**src/rtl/cache_mem_arbiter_if.sv**
```systemverilog
// rtl/cache_mem_arbiter_if.sv - cache/RAM handshake bundle for cache_mem_arbiter
//
// Purpose : groups the icache, dcache and RAM port signals seen by the arbiter.
// Ports   : icache  iREN, iaddr -> iwait, iload
//           dcache  dREN, dWEN, daddr, dstore -> dwait, dload
//           RAM     ramREN, ramWEN, ramaddr, ramstore -> ramload, ramstate
// Modports: slave  = arbiter side, master = cache/RAM side (bench).

interface cache_mem_arbiter_if;
    logic        iREN;
    logic [31:0] iaddr;
    logic        iwait;
    logic [31:0] iload;

    logic        dREN;
    logic        dWEN;
    logic [31:0] daddr;
    logic [31:0] dstore;
    logic        dwait;
    logic [31:0] dload;

    logic        ramREN;
    logic        ramWEN;
    logic [31:0] ramaddr;
    logic [31:0] ramstore;
    logic [31:0] ramload;
    logic [1:0]  ramstate;

    modport slave (
        input  iREN, iaddr, dREN, dWEN, daddr, dstore, ramload, ramstate,
        output iwait, iload, dwait, dload, ramREN, ramWEN, ramaddr, ramstore
    );

    modport master (
        output iREN, iaddr, dREN, dWEN, daddr, dstore, ramload, ramstate,
        input  iwait, iload, dwait, dload, ramREN, ramWEN, ramaddr, ramstore
    );
endinterface

```
**src/rtl/cache_mem_arbiter.sv**
```systemverilog
// rtl/cache_mem_arbiter.sv - arbitrates icache/dcache requests onto one RAM port
//
// Purpose : serves one cache request at a time on the RAM port, returning
//           iwait/iload or dwait/dload in the completion cycle.
// Ports   : CLK, nRST (async, active-low)
//           bus       cache_mem_arbiter_if.slave (cache and RAM handshakes)
//           mem_fault sticky timeout flag
//           icount    completed icache requests (wraps)
//           dcount    completed dcache requests (wraps)

module cache_mem_arbiter #(
    parameter int          MAX_WAIT   = 64,
    parameter logic [31:0] FAULT_WORD = 32'hBAD1BAD1,
    parameter int          CNT_W      = 16
) (
    input  logic                 CLK,
    input  logic                 nRST,
    cache_mem_arbiter_if.slave   bus,
    output logic                 mem_fault,
    output logic [CNT_W-1:0]     icount,
    output logic [CNT_W-1:0]     dcount
);

    localparam int TW = $clog2(MAX_WAIT) + 1;

    localparam logic [1:0] RS_ACCESS = 2'd2;
    localparam logic [1:0] RS_ERROR  = 2'd3;

    typedef enum logic [1:0] {IDLE, ISERV, DSERV} state_t;

    state_t         state, next_state;
    logic [TW-1:0]  tcount;
    logic           fair;
    logic           fault_q;
    logic [31:0]    lat_addr;
    logic [31:0]    lat_store;
    logic           lat_wen;
    logic [31:0]    iload_q;
    logic [31:0]    dload_q;

    logic           d_req;
    logic           sel_i, sel_d;
    logic           i_done, d_done;
    logic           tmo;
    logic           ram_on;
    logic [31:0]    i_word, d_word;

    assign d_req = bus.dREN | bus.dWEN;

    always_comb begin
        next_state = state;
        sel_i      = 1'b0;
        sel_d      = 1'b0;
        i_done     = 1'b0;
        d_done     = 1'b0;
        tmo        = 1'b0;
        ram_on     = 1'b0;
        case (state)
            IDLE: begin
                // dcache has priority unless it was served last
                if (d_req && !fair) begin
                    sel_d      = 1'b1;
                    next_state = DSERV;
                end else if (bus.iREN) begin
                    sel_i      = 1'b1;
                    next_state = ISERV;
                end else if (d_req) begin
                    sel_d      = 1'b1;
                    next_state = DSERV;
                end
            end
            ISERV: begin
                if (!bus.iREN) begin
                    next_state = IDLE;
                end else begin
                    ram_on = (bus.ramstate != RS_ERROR);
                    if (bus.ramstate == RS_ACCESS || tcount == TW'(MAX_WAIT - 1)) begin
                        i_done     = 1'b1;
                        tmo        = (bus.ramstate != RS_ACCESS);
                        next_state = IDLE;
                    end
                end
            end
            DSERV: begin
                if (!d_req) begin
                    next_state = IDLE;
                end else begin
                    ram_on = (bus.ramstate != RS_ERROR);
                    if (bus.ramstate == RS_ACCESS || tcount == TW'(MAX_WAIT - 1)) begin
                        d_done     = 1'b1;
                        tmo        = (bus.ramstate != RS_ACCESS);
                        next_state = IDLE;
                    end
                end
            end
            default: next_state = IDLE;
        endcase
    end

    // Strobes are gated by the live request so an abort or reset drops them at once.
    assign bus.ramREN   = ram_on && !(state == DSERV && lat_wen);
    assign bus.ramWEN   = ram_on &&  (state == DSERV && lat_wen);
    assign bus.ramaddr  = lat_addr;
    assign bus.ramstore = lat_store;

    assign i_word = tmo ? FAULT_WORD : bus.ramload;
    assign d_word = tmo ? FAULT_WORD : (lat_wen ? 32'd0 : bus.ramload);

    assign bus.iwait = !i_done;
    assign bus.dwait = !d_done;
    assign bus.iload = i_done ? i_word : iload_q;
    assign bus.dload = d_done ? d_word : dload_q;

    assign mem_fault = fault_q | tmo;

    always_ff @(posedge CLK or negedge nRST) begin
        if (!nRST) begin
            state     <= IDLE;
            tcount    <= '0;
            fair      <= 1'b0;
            fault_q   <= 1'b0;
            lat_addr  <= '0;
            lat_store <= '0;
            lat_wen   <= 1'b0;
            iload_q   <= '0;
            dload_q   <= '0;
            icount    <= '0;
            dcount    <= '0;
        end else begin
            state <= next_state;

            if (state != IDLE && next_state != IDLE)
                tcount <= tcount + TW'(1);
            else
                tcount <= '0;

            if (sel_i) begin
                lat_addr <= bus.iaddr;
                lat_wen  <= 1'b0;
            end
            if (sel_d) begin
                lat_addr  <= bus.daddr;
                lat_store <= bus.dstore;
                lat_wen   <= bus.dWEN;
            end

            if (i_done) begin
                iload_q <= i_word;
                icount  <= icount + CNT_W'(1);
                fair    <= 1'b0;
            end
            if (d_done) begin
                dload_q <= d_word;
                dcount  <= dcount + CNT_W'(1);
                fair    <= 1'b1;
            end
            if (tmo)
                fault_q <= 1'b1;
        end
    end

endmodule
```
**src/flat_wrapper.sv**
```systemverilog
// flat-port wrapper written by rule: the top's interface ports become plain ports
module cache_mem_arbiter_flat 
#(
    parameter int          MAX_WAIT   = 64,
    parameter logic [31:0] FAULT_WORD = 32'hBAD1BAD1,
    parameter int          CNT_W      = 16
)
  (CLK, nRST, mem_fault, icount, dcount, bus_iREN, bus_iaddr, bus_dREN, bus_dWEN, bus_daddr, bus_dstore, bus_ramload, bus_ramstate, bus_iwait, bus_iload, bus_dwait, bus_dload, bus_ramREN, bus_ramWEN, bus_ramaddr, bus_ramstore);
  cache_mem_arbiter_if bus_i ();
  input  logic CLK;
  input  logic nRST;
  output logic mem_fault;
  output logic [CNT_W-1:0] icount;
  output logic [CNT_W-1:0] dcount;
  input wire logic [$bits(bus_i.iREN)-1:0] bus_iREN;
  input wire logic [$bits(bus_i.iaddr)-1:0] bus_iaddr;
  input wire logic [$bits(bus_i.dREN)-1:0] bus_dREN;
  input wire logic [$bits(bus_i.dWEN)-1:0] bus_dWEN;
  input wire logic [$bits(bus_i.daddr)-1:0] bus_daddr;
  input wire logic [$bits(bus_i.dstore)-1:0] bus_dstore;
  input wire logic [$bits(bus_i.ramload)-1:0] bus_ramload;
  input wire logic [$bits(bus_i.ramstate)-1:0] bus_ramstate;
  output wire logic [$bits(bus_i.iwait)-1:0] bus_iwait;
  output wire logic [$bits(bus_i.iload)-1:0] bus_iload;
  output wire logic [$bits(bus_i.dwait)-1:0] bus_dwait;
  output wire logic [$bits(bus_i.dload)-1:0] bus_dload;
  output wire logic [$bits(bus_i.ramREN)-1:0] bus_ramREN;
  output wire logic [$bits(bus_i.ramWEN)-1:0] bus_ramWEN;
  output wire logic [$bits(bus_i.ramaddr)-1:0] bus_ramaddr;
  output wire logic [$bits(bus_i.ramstore)-1:0] bus_ramstore;
  assign bus_i.iREN = bus_iREN;
  assign bus_i.iaddr = bus_iaddr;
  assign bus_i.dREN = bus_dREN;
  assign bus_i.dWEN = bus_dWEN;
  assign bus_i.daddr = bus_daddr;
  assign bus_i.dstore = bus_dstore;
  assign bus_i.ramload = bus_ramload;
  assign bus_i.ramstate = bus_ramstate;
  assign bus_iwait = bus_i.iwait;
  assign bus_iload = bus_i.iload;
  assign bus_dwait = bus_i.dwait;
  assign bus_dload = bus_i.dload;
  assign bus_ramREN = bus_i.ramREN;
  assign bus_ramWEN = bus_i.ramWEN;
  assign bus_ramaddr = bus_i.ramaddr;
  assign bus_ramstore = bus_i.ramstore;
  cache_mem_arbiter #(.MAX_WAIT(MAX_WAIT), .FAULT_WORD(FAULT_WORD), .CNT_W(CNT_W)) u_core (.CLK(CLK), .nRST(nRST), .bus(bus_i), .mem_fault(mem_fault), .icount(icount), .dcount(dcount));
endmodule
```
**config.mk**
```make
export PLATFORM = sky130hd
export DESIGN_NAME = cache_mem_arbiter_flat
export DESIGN_NICKNAME = d
export VERILOG_FILES = /design/src/rtl/cache_mem_arbiter_if.sv /design/src/rtl/cache_mem_arbiter.sv /design/src/flat_wrapper.sv
export SDC_FILE = /design/constraint.sdc
export NUM_CORES = 1
export LEC_CHECK = 0
export BUFFER_PORTS_ARGS = -buffer_cell sky130_fd_sc_hd__clkbuf_2
export CORE_MARGIN = 3
export CORE_UTILIZATION = 35
export CTS_CLUSTER_DIAMETER = 40
export DETAILED_ROUTE_END_ITERATION = 8
export HOLD_SLACK_MARGIN = 0.12
export PLACE_DENSITY_LB_ADDON = 0.1
export SLEW_MARGIN = 0
export SYNTH_ARGS = -nofsm -noshare
export SYNTH_HDL_FRONTEND = slang
export SYNTH_SLANG_ARGS = --single-unit
```
**constraint.sdc**
```tcl
create_clock -name CLK -period 4.1 [get_ports CLK]
set_input_delay 0.82 -clock CLK [delete_from_list [all_inputs] [get_ports CLK]]
set_output_delay 0.82 -clock CLK [all_outputs]
set_load 0.01 [all_outputs]
```
Word level (Yosys, flattened, before mapping):

Index checks and enable logic that the tools add are counted.

* register bits after elaboration: 172
* bits in read-only memories: 0
* memories kept: 0
* logic and storage cells: 75
* output and inout port bits: 165
* bits in latches: 0
* memory bits (writable): 0
* input bits: 135

* reductions and logical operators: 15
* shift operators: 0
* multipliers: 0
* magnitude comparators: 0
* bitwise gates (word level): 2
* div/mod/pow operators: 0
* add/sub/neg operators: 3
* equal/unequal tests: 6
* mux-type cells: 38

Operator list (number)
* 32-bit 2-to-1 mux: 7
* 16-bit by 1-bit adder with 16-bit output (second input constant): 2
* 1-bit 2-to-1 mux: 21
* 2-bit 2-to-1 mux: 6
* 2-bit nonzero test: 4
* 7-bit by 1-bit adder with 7-bit output (second input constant): 1
* 7-bit by 6-bit equality test with 1-bit output (second input constant): 1
* 7-bit 2-to-1 mux: 1
* 2-bit one-hot mux with 3 select lines: 1
* 1-bit logical AND: 5
* 2-bit equality test (second input constant): 2
* 1-bit logical NOT: 4
* 2-bit != test (second input constant): 2
* 1-bit one-hot mux with 2 select lines: 2
* 2-bit by 1-bit equality test with 1-bit output (second input constant): 1
* 2-bit logical NOT: 1
* 1-bit OR: 2
* 1-bit logical OR: 1

Depth between registers and ports, before layout:

Gate-level depths: netlist of the first run.

* depth in word-level cells: 8
* gate-level depth with buffers: 7
* depth with buffers taken out: 6

Worst setup path after synthesis of the first run:

No wires, ideal clock.

* kind: input to output
* start point: input bus_ramstate[1]
* end point: output bus_dload[13]
* data required time: 3.280 ns
* arrival time: 2.042 ns
* setup slack: 1.238 ns
* stages on the path: 5
* path through: or2b_1 o2111ai_1 or2_2 buf_2 a31oi_1

* cells in the longest elaborated chain, start to end: 7

Ends and longest elaborated chain
* from (decl): line flat_wrapper.sv:22 `input wire logic [$bits(bus_i.ramstate)-1:0] bus_ramstate;`
* 2-bit equality test: line cache_mem_arbiter.sv:77, cache_mem_arbiter.sv:89
* 1-bit logical OR: line cache_mem_arbiter.sv:77, cache_mem_arbiter.sv:89
* 1-bit 2-to-1 mux: line cache_mem_arbiter.sv:77, cache_mem_arbiter.sv:89
* 1-bit 2-to-1 mux (on tied branches): line cache_mem_arbiter.sv:85, cache_mem_arbiter.sv:73
* 1-bit one-hot mux with 2 select lines: line cache_mem_arbiter.sv:58 `case (state)`
* 32-bit 2-to-1 mux: line cache_mem_arbiter.sv:107 `assign d_word = tmo ? FAULT_WORD : (lat_wen ? 32'd0 : bus.ramload);`
* 32-bit 2-to-1 mux (*)
* to (decl): line flat_wrapper.sv:26 `output wire logic [$bits(bus_i.dload)-1:0] bus_dload;`

Every way passes the cells marked *; elsewhere a longest branch is shown, timed or not.

Worst setup path after layout of the first run:

* start point: register u_core.state[0]
* end point: output bus_iload[9]

* cells in the longest elaborated chain, start to end: 4

Ends and longest elaborated chain
* from (decl): line cache_mem_arbiter.sv:31 `state_t state, next_state;`
* from (signal assigned): line cache_mem_arbiter.sv:130 `state <= next_state;`
* 2-bit equality test / 2-bit by 1-bit equality test with 1-bit output (equally long branches): line cache_mem_arbiter.sv:58
* 1-bit one-hot mux with 2 select lines: line cache_mem_arbiter.sv:58
* 32-bit 2-to-1 mux: line cache_mem_arbiter.sv:106 `assign i_word = tmo ? FAULT_WORD : bus.ramload;`
* 32-bit 2-to-1 mux (*)
* to (decl): line flat_wrapper.sv:24 `output wire logic [$bits(bus_i.iload)-1:0] bus_iload;`

Marked as above.

==> results_dict.tcl, run 1 <==
set metrics [dict create \
    combPwrFrac_pct 38.0 \
    ant_nets 0 \
    ys_types 49 \
    cts_sinks 172 \
    synth_area_um2 7280 \
    grt_pass1_vias 5987 \
    post_cts_buffers 0 \
    initial_utilization_pct 35.8 \
    grt_antenna_before_repair 0 \
    hold_class "flop to flop" \
    power.leakage_nw 4.88 \
    fin_setup_tns_ns 0 \
    async_reset_ff_share_pct 100 \
    io_buffers 299 \
    cts_tree "built" \
    timing.fmax_ghz 0.265 \
    grt_setup_unrepaired "false" \
    wl_um 20600 \
    outcome "complete, no violations" \
    cts_hold_buf 0 \
    ys_seq_area_share_pct 59.1 \
    drv_cap 0 \
    utilization_pct 47.1 \
    vias 5798 \
    intPower_mw 4.31 \
    synth_ff_type "dfrtp_1" \
    syn_nets 730 \
    place_ws_ns 0.508 \
    startpoint "u_core.state[0]" \
    grt_overflow 0 \
    nets 1019 \
    setup_slack_ns 0.328 \
    crit_type "flop to primary output" \
    insertion_delay_ns 0.42 \
    syn_inst 588 \
    core.rowCount 52 \
    die_area_um2 22600 \
    clkPwrFrac_pct 22.8 \
    drtPass1Iterations 4 \
    power_density_nw_per_um2 713 \
    cts_buffers 17 \
    synth_area_per_cell_um2 12.4 \
    p_switching_mw 2.52 \
    worstHoldStart "u_core.tcount[0]" \
    timing_hold_violations_final 0 \
    r2r_start "u_core.state[1]" \
    cp.arrival_ns 2.95 \
    drt_iter0_drc 304 \
    areaGrowthSynthToFinish_pct 31.6 \
    critPathMaxStageDelay_ns 0.88 \
    grt_pass1_wl_um 32100 \
    routed_via_density 5.00 \
    cts_buffer_depth 2 \
    drive_above_1_share_pct 45.1 \
    synthTopCellsByCount "dfrtp_1, nand2_1, o21ai_0" \
    slew_headroom_pct 29.0 \
    cp_data_required_time_ns 3.28 \
    clock_skew_ns 0.0144 \
    power_frac_seq_pct 39.2 \
    period_share_pct 92.0 \
    switching_share_pct 36.8 \
    synth_top_area_cell "dfrtp_1" \
    hpwl_um 15300 \
    drt_drc_violations_left 0 \
    synth_most_common_cell "dfrtp_1" \
    endpoint_kind "primary output" \
    io_pins 300 \
    slew_viol_final 0 \
    grt_usage_pct 18.1 \
    cp_max_fo 18 \
    die_h_um 150 \
    cp_cell_sequence "inv_1 -> ha_1 -> or3b_2 -> o2111ai_1 -> o211ai_2 -> o22a_1 -> clkbuf_2" \
    yosysTopAreaCellShare_pct 59.1 \
    ys_ff_latch 172 \
    cts.clk_slew.worst_paths_ns 0.07 \
    cts_root_buffer "clkbuf_16" \
    peakVddDrop_mv 0.292 \
    cp_slowest_cell "o211ai_2" \
    n_antenna_cell 0 \
    worst_slew_pin_slew_ns 1.07 \
    gp_congestion 0.762 \
    coreArea_um2 20400 \
    setup_viol 0 \
    htreeDepth 4 \
    synth-edff-count 0 \
    fin_crit_ns 3.77 \
    synthTopCellsByArea "dfrtp_1, mux2_2, mux2i_1" \
    post_drt_wl_per_cell_um 17.7 \
    yosys_warnings 0 \
    cts_resized 0 \
    die_w_um 150 \
    grt_max_degree 114 \
    start_kind "flop" \
]
[stage by stage]
stage / power [mW] / area, um2 / hold WS [ns] / cells
2_1_floorplan: 4.18 / 7280 / 0.425 / 588
3_3_place_gp: 5.28 / 9020 / 0.440 / 1128
3_5_place_dp: 5.34 / 9020 / 0.448 / 1128
4_1_cts: 6.93 / 9580 / 0.458 / 1160
5_1_grt: 7.29 / 9580 / 0.497 / 1160
6_report: 6.83 / 9580 / 0.455 / 1160
[kinds of logic (layout without fill, tap and decap cells)]
group,Yosys count,count (layout),synth area share (%)
AOI/OAI and AO/OA,137,137,13.5
xor gates and xnor gates,34,34,4.09
adders and majority gates,7,7,1.20
buffers and inverters,41,343,2.85
DFF,172,172,59.1
muxes,66,66,9.66
and+or+nand+nor,131,131,9.64
[layer usage]
metal  global-route usage, %  vias to the layer above  part of all wire, %
met3                    4.55                       28                  7.3
met2                    29.2                      246                   48
met5                       0                        -                    0
met4                    6.31                        0                  2.4
met1                    23.9                     2812                   43
li1                        -                     2712                    -
[layout by cell type (no fill, tap or decap), drive strengths merged, types with 2 or more instances in the layout]
cell type    n
a31oi       18
buf          6
o2111ai      2
clkinv       4
o21ai       37
nor4         6
and4         4
inv         18
mux2i       32
and2         2
nand2b      20
clkbuf     315
mux2        34
or2          3
ha           7
nor4b        2
xnor2       22
nand4       11
xor2        12
nor3         4
dfrtp      172
a22o        28
nor2        13
nand2       41
o22a        18
a21oi       22
a211oi       3
nand3       17
and3         4
o211ai       3
[registers in the layout, indices dropped and copies added, names as in the netlist]
register             flops
u_core.bus.ramaddr      32
u_core.bus.ramstore     32
u_core.dload_q          32
u_core.iload_q          32
u_core.dcount           16
u_core.icount           16
u_core.tcount            7
u_core.state             2
u_core.fair              1
u_core.fault_q           1
u_core.lat_wen           1
[final timing paths]
path | end | cells past startpoint | slack, ns
min in group asynchronous | u_core.dcount[14] | 1 | 0.55
min reg2reg | u_core.tcount[0] | 1 | 0.46
max in group asynchronous | u_core.iload_q[13] | 2 | 2.59
max | bus_iload[9] | 7 | 0.33
min | u_core.tcount[0] | 1 | 0.46
max reg2reg | u_core.bus.ramaddr[26] | 5 | 1.49
[worst max-delay path: cells and delay by family, from the launching register on]
| family | cells | cell delay (ns) |
|---|---|---|
| compound gates | 3 | 1.35 |
| flops | 1 | 0.43 |
| simple gates | 1 | 0.23 |
| fa+ha+maj | 1 | 0.29 |
| buf+inv | 2 | 0.24 |
[layout make-up]
type,count,area (um2)
inverter,7,26.3
tap,270,338
timing repair buffer,304,1550
clock buffer,17,425
multi-input combinational,375,2800
fill,1905,10800
clock inverter,15,140
sequential,172,4300
[power by group through the flow]
stage | sequential (mW) | combinational, mW | clock (mW)
after floorplan | 2.80 | 1.38 | 0
after global placement | 2.69 | 2.59 | 0
after detailed placement | 2.71 | 2.63 | 0
after CTS | 2.68 | 2.64 | 1.61
after global routing | 2.76 | 2.84 | 1.69
final | 2.67 | 2.59 | 1.56
(Power assumes the default switching activity.)
==> run 2: changes to the inputs <==
--- a/config.mk
+++ b/config.mk
@@ -7,7 +7,7 @@
 export LEC_CHECK = 0
 export BUFFER_PORTS_ARGS = -buffer_cell sky130_fd_sc_hd__clkbuf_2
 export CORE_MARGIN = 3
-export CORE_UTILIZATION = 35
+export CORE_UTILIZATION = 52
 export CTS_CLUSTER_DIAMETER = 40
 export DETAILED_ROUTE_END_ITERATION = 8
 export HOLD_SLACK_MARGIN = 0.12
==> run 2 against run 1 <==
Against the previous run: sequential power about the same; via count up 1.7%; power down 0.24%; hold slack better by 0.0090 ns; critical path type unchanged; critical endpoint is now bus_dload[18]; largest power group unchanged.
==> results_dict.tcl, run 2 (synthesized netlist as in run 1, its figures left out) <==
set metrics [dict create \
    cts_tree "built" \
    initial_utilization_pct 54.1 \
    coreArea_um2 13500 \
    io_pins 300 \
    grt_pass1_vias 5930 \
    final_common_cell "clkbuf_2" \
    start_kind "flop" \
    hold_ws_ns 0.464 \
    wl_um 19900 \
    grt_max_degree 91 \
    clock_skew_ns 0.00641 \
    cts_root_buffer "clkbuf_16" \
    drt_iter0_drc 375 \
    drive_above_1_share_pct 45.0 \
    post_cts_buffers 0 \
    drt_drc_violations_left 0 \
    design_area_um2 9480 \
    power.leakage_nw 4.88 \
    cts_buffers 17 \
    slew_viol_final 0 \
    post_drt_wl_per_cell_um 18.7 \
    n_antenna_cell 0 \
    timing_hold_violations_final 0 \
    hold_class "flop to flop" \
    gp_congestion 0.871 \
    cts_hold_buf 0 \
    cp_slowest_cell "a211oi_4" \
    grt_pass1_wl_um 32400 \
    crit_type "flop to primary output" \
    die_h_um 124 \
    power_density_nw_per_um2 719 \
    setup_viol 0 \
    worst_slew_pin_slew_ns 0.917 \
    critPathMaxStageDelay_ns 0.64 \
    final_cell_mix "clkbuf_2, dfrtp_1, nand2_1" \
    insertion_delay_ns 0.42 \
    cts.clk_slew.worst_paths_ns 0.06 \
    cp_max_fo 14 \
    cp_cell_sequence "inv_1 -> ha_1 -> or4_4 -> a211oi_4 -> a22o_2 -> clkbuf_2" \
    period_share_pct 90.0 \
    cts_resized 0 \
    place_area_um2 8910 \
    nets 1022 \
    grt_overflow 0 \
    cts_buffer_depth 2 \
    grt_antenna_before_repair 0 \
    drv_cap 0 \
    cp.arrival_ns 2.87 \
    cp_data_required_time_ns 3.28 \
    routed_via_density 5.52 \
    peakVddDrop_mv 0.411 \
    timing.fmax_ghz 0.271 \
    vias 5899 \
    grt_usage_pct 26.2 \
    fin_setup_tns_ns 0 \
    grt_setup_unrepaired "false" \
    drtPass1Iterations 5 \
    fin_crit_ns 3.69 \
    core.rowCount 42 \
    cts_sinks 172 \
    die_area_um2 15500 \
    outcome "complete, no violations" \
    endpoint_kind "primary output" \
    htreeDepth 4 \
    die_w_um 124 \
    areaGrowthSynthToFinish_pct 30.1 \
    ant_nets 0 \
    hpwl_um 15100 \
    crit_family "compound AO/OA/AOI/OAI gates" \
    path_buf_inv 2 \
    io_buffers 299 \
    slew_headroom_pct 38.7 \
]
run 2: power breakdown:
group	internal, mW	switching, mW
sequential	2.35	0.337
combinational	1.15	1.44
clock	0.874	0.663
total	4.37	2.44
run 2: metrics by stage:
stage,instances,utilization (%),power [mW],setup slack (ns)
after floorplan,588,-,4.18,1.24
after global placement,1037,66.2,5.24,0.705
after detailed placement,1037,66.2,5.32,0.609
after CTS,1069,70.4,6.87,0.387
after global routing,1069,70.4,7.25,0.236
final,1069,70.4,6.81,0.410
run 2: layout make-up:
cell class | instances | area [um2]
timing repair buffer | 307 | 1560
clock buffer | 20 | 457
fill | 1027 | 3980
multi-input combinational | 375 | 2790
inverter | 7 | 26.3
sequential | 172 | 4300
clock inverter | 12 | 113
tap | 176 | 220
run 2: final timing paths:
kind | start | to | slack [ns] | cells past startpoint
min in group asynchronous | nRST | u_core.bus.ramaddr[10] | 0.47 | 1
worst min-delay path | u_core.fault_q | u_core.fault_q | 0.46 | 1
worst min register to register | u_core.fault_q | u_core.fault_q | 0.46 | 1
max in group asynchronous | nRST | u_core.icount[1] | 2.56 | 2
worst max-delay path | u_core.state[1] | bus_dload[18] | 0.41 | 6
worst max register to register | u_core.tcount[0] | u_core.icount[1] | 1.59 | 6
run 2: metal layers:
metal | track usage [%] | wire length, um | up-vias
met4 | 9.48 | 407 | 0
met3 | 6.35 | 1190 | 27
met5 | 0 | 0 | -
met2 | 44.3 | 10200 | 238
met1 | 32.8 | 8190 | 2916
li1 | - | - | 2718
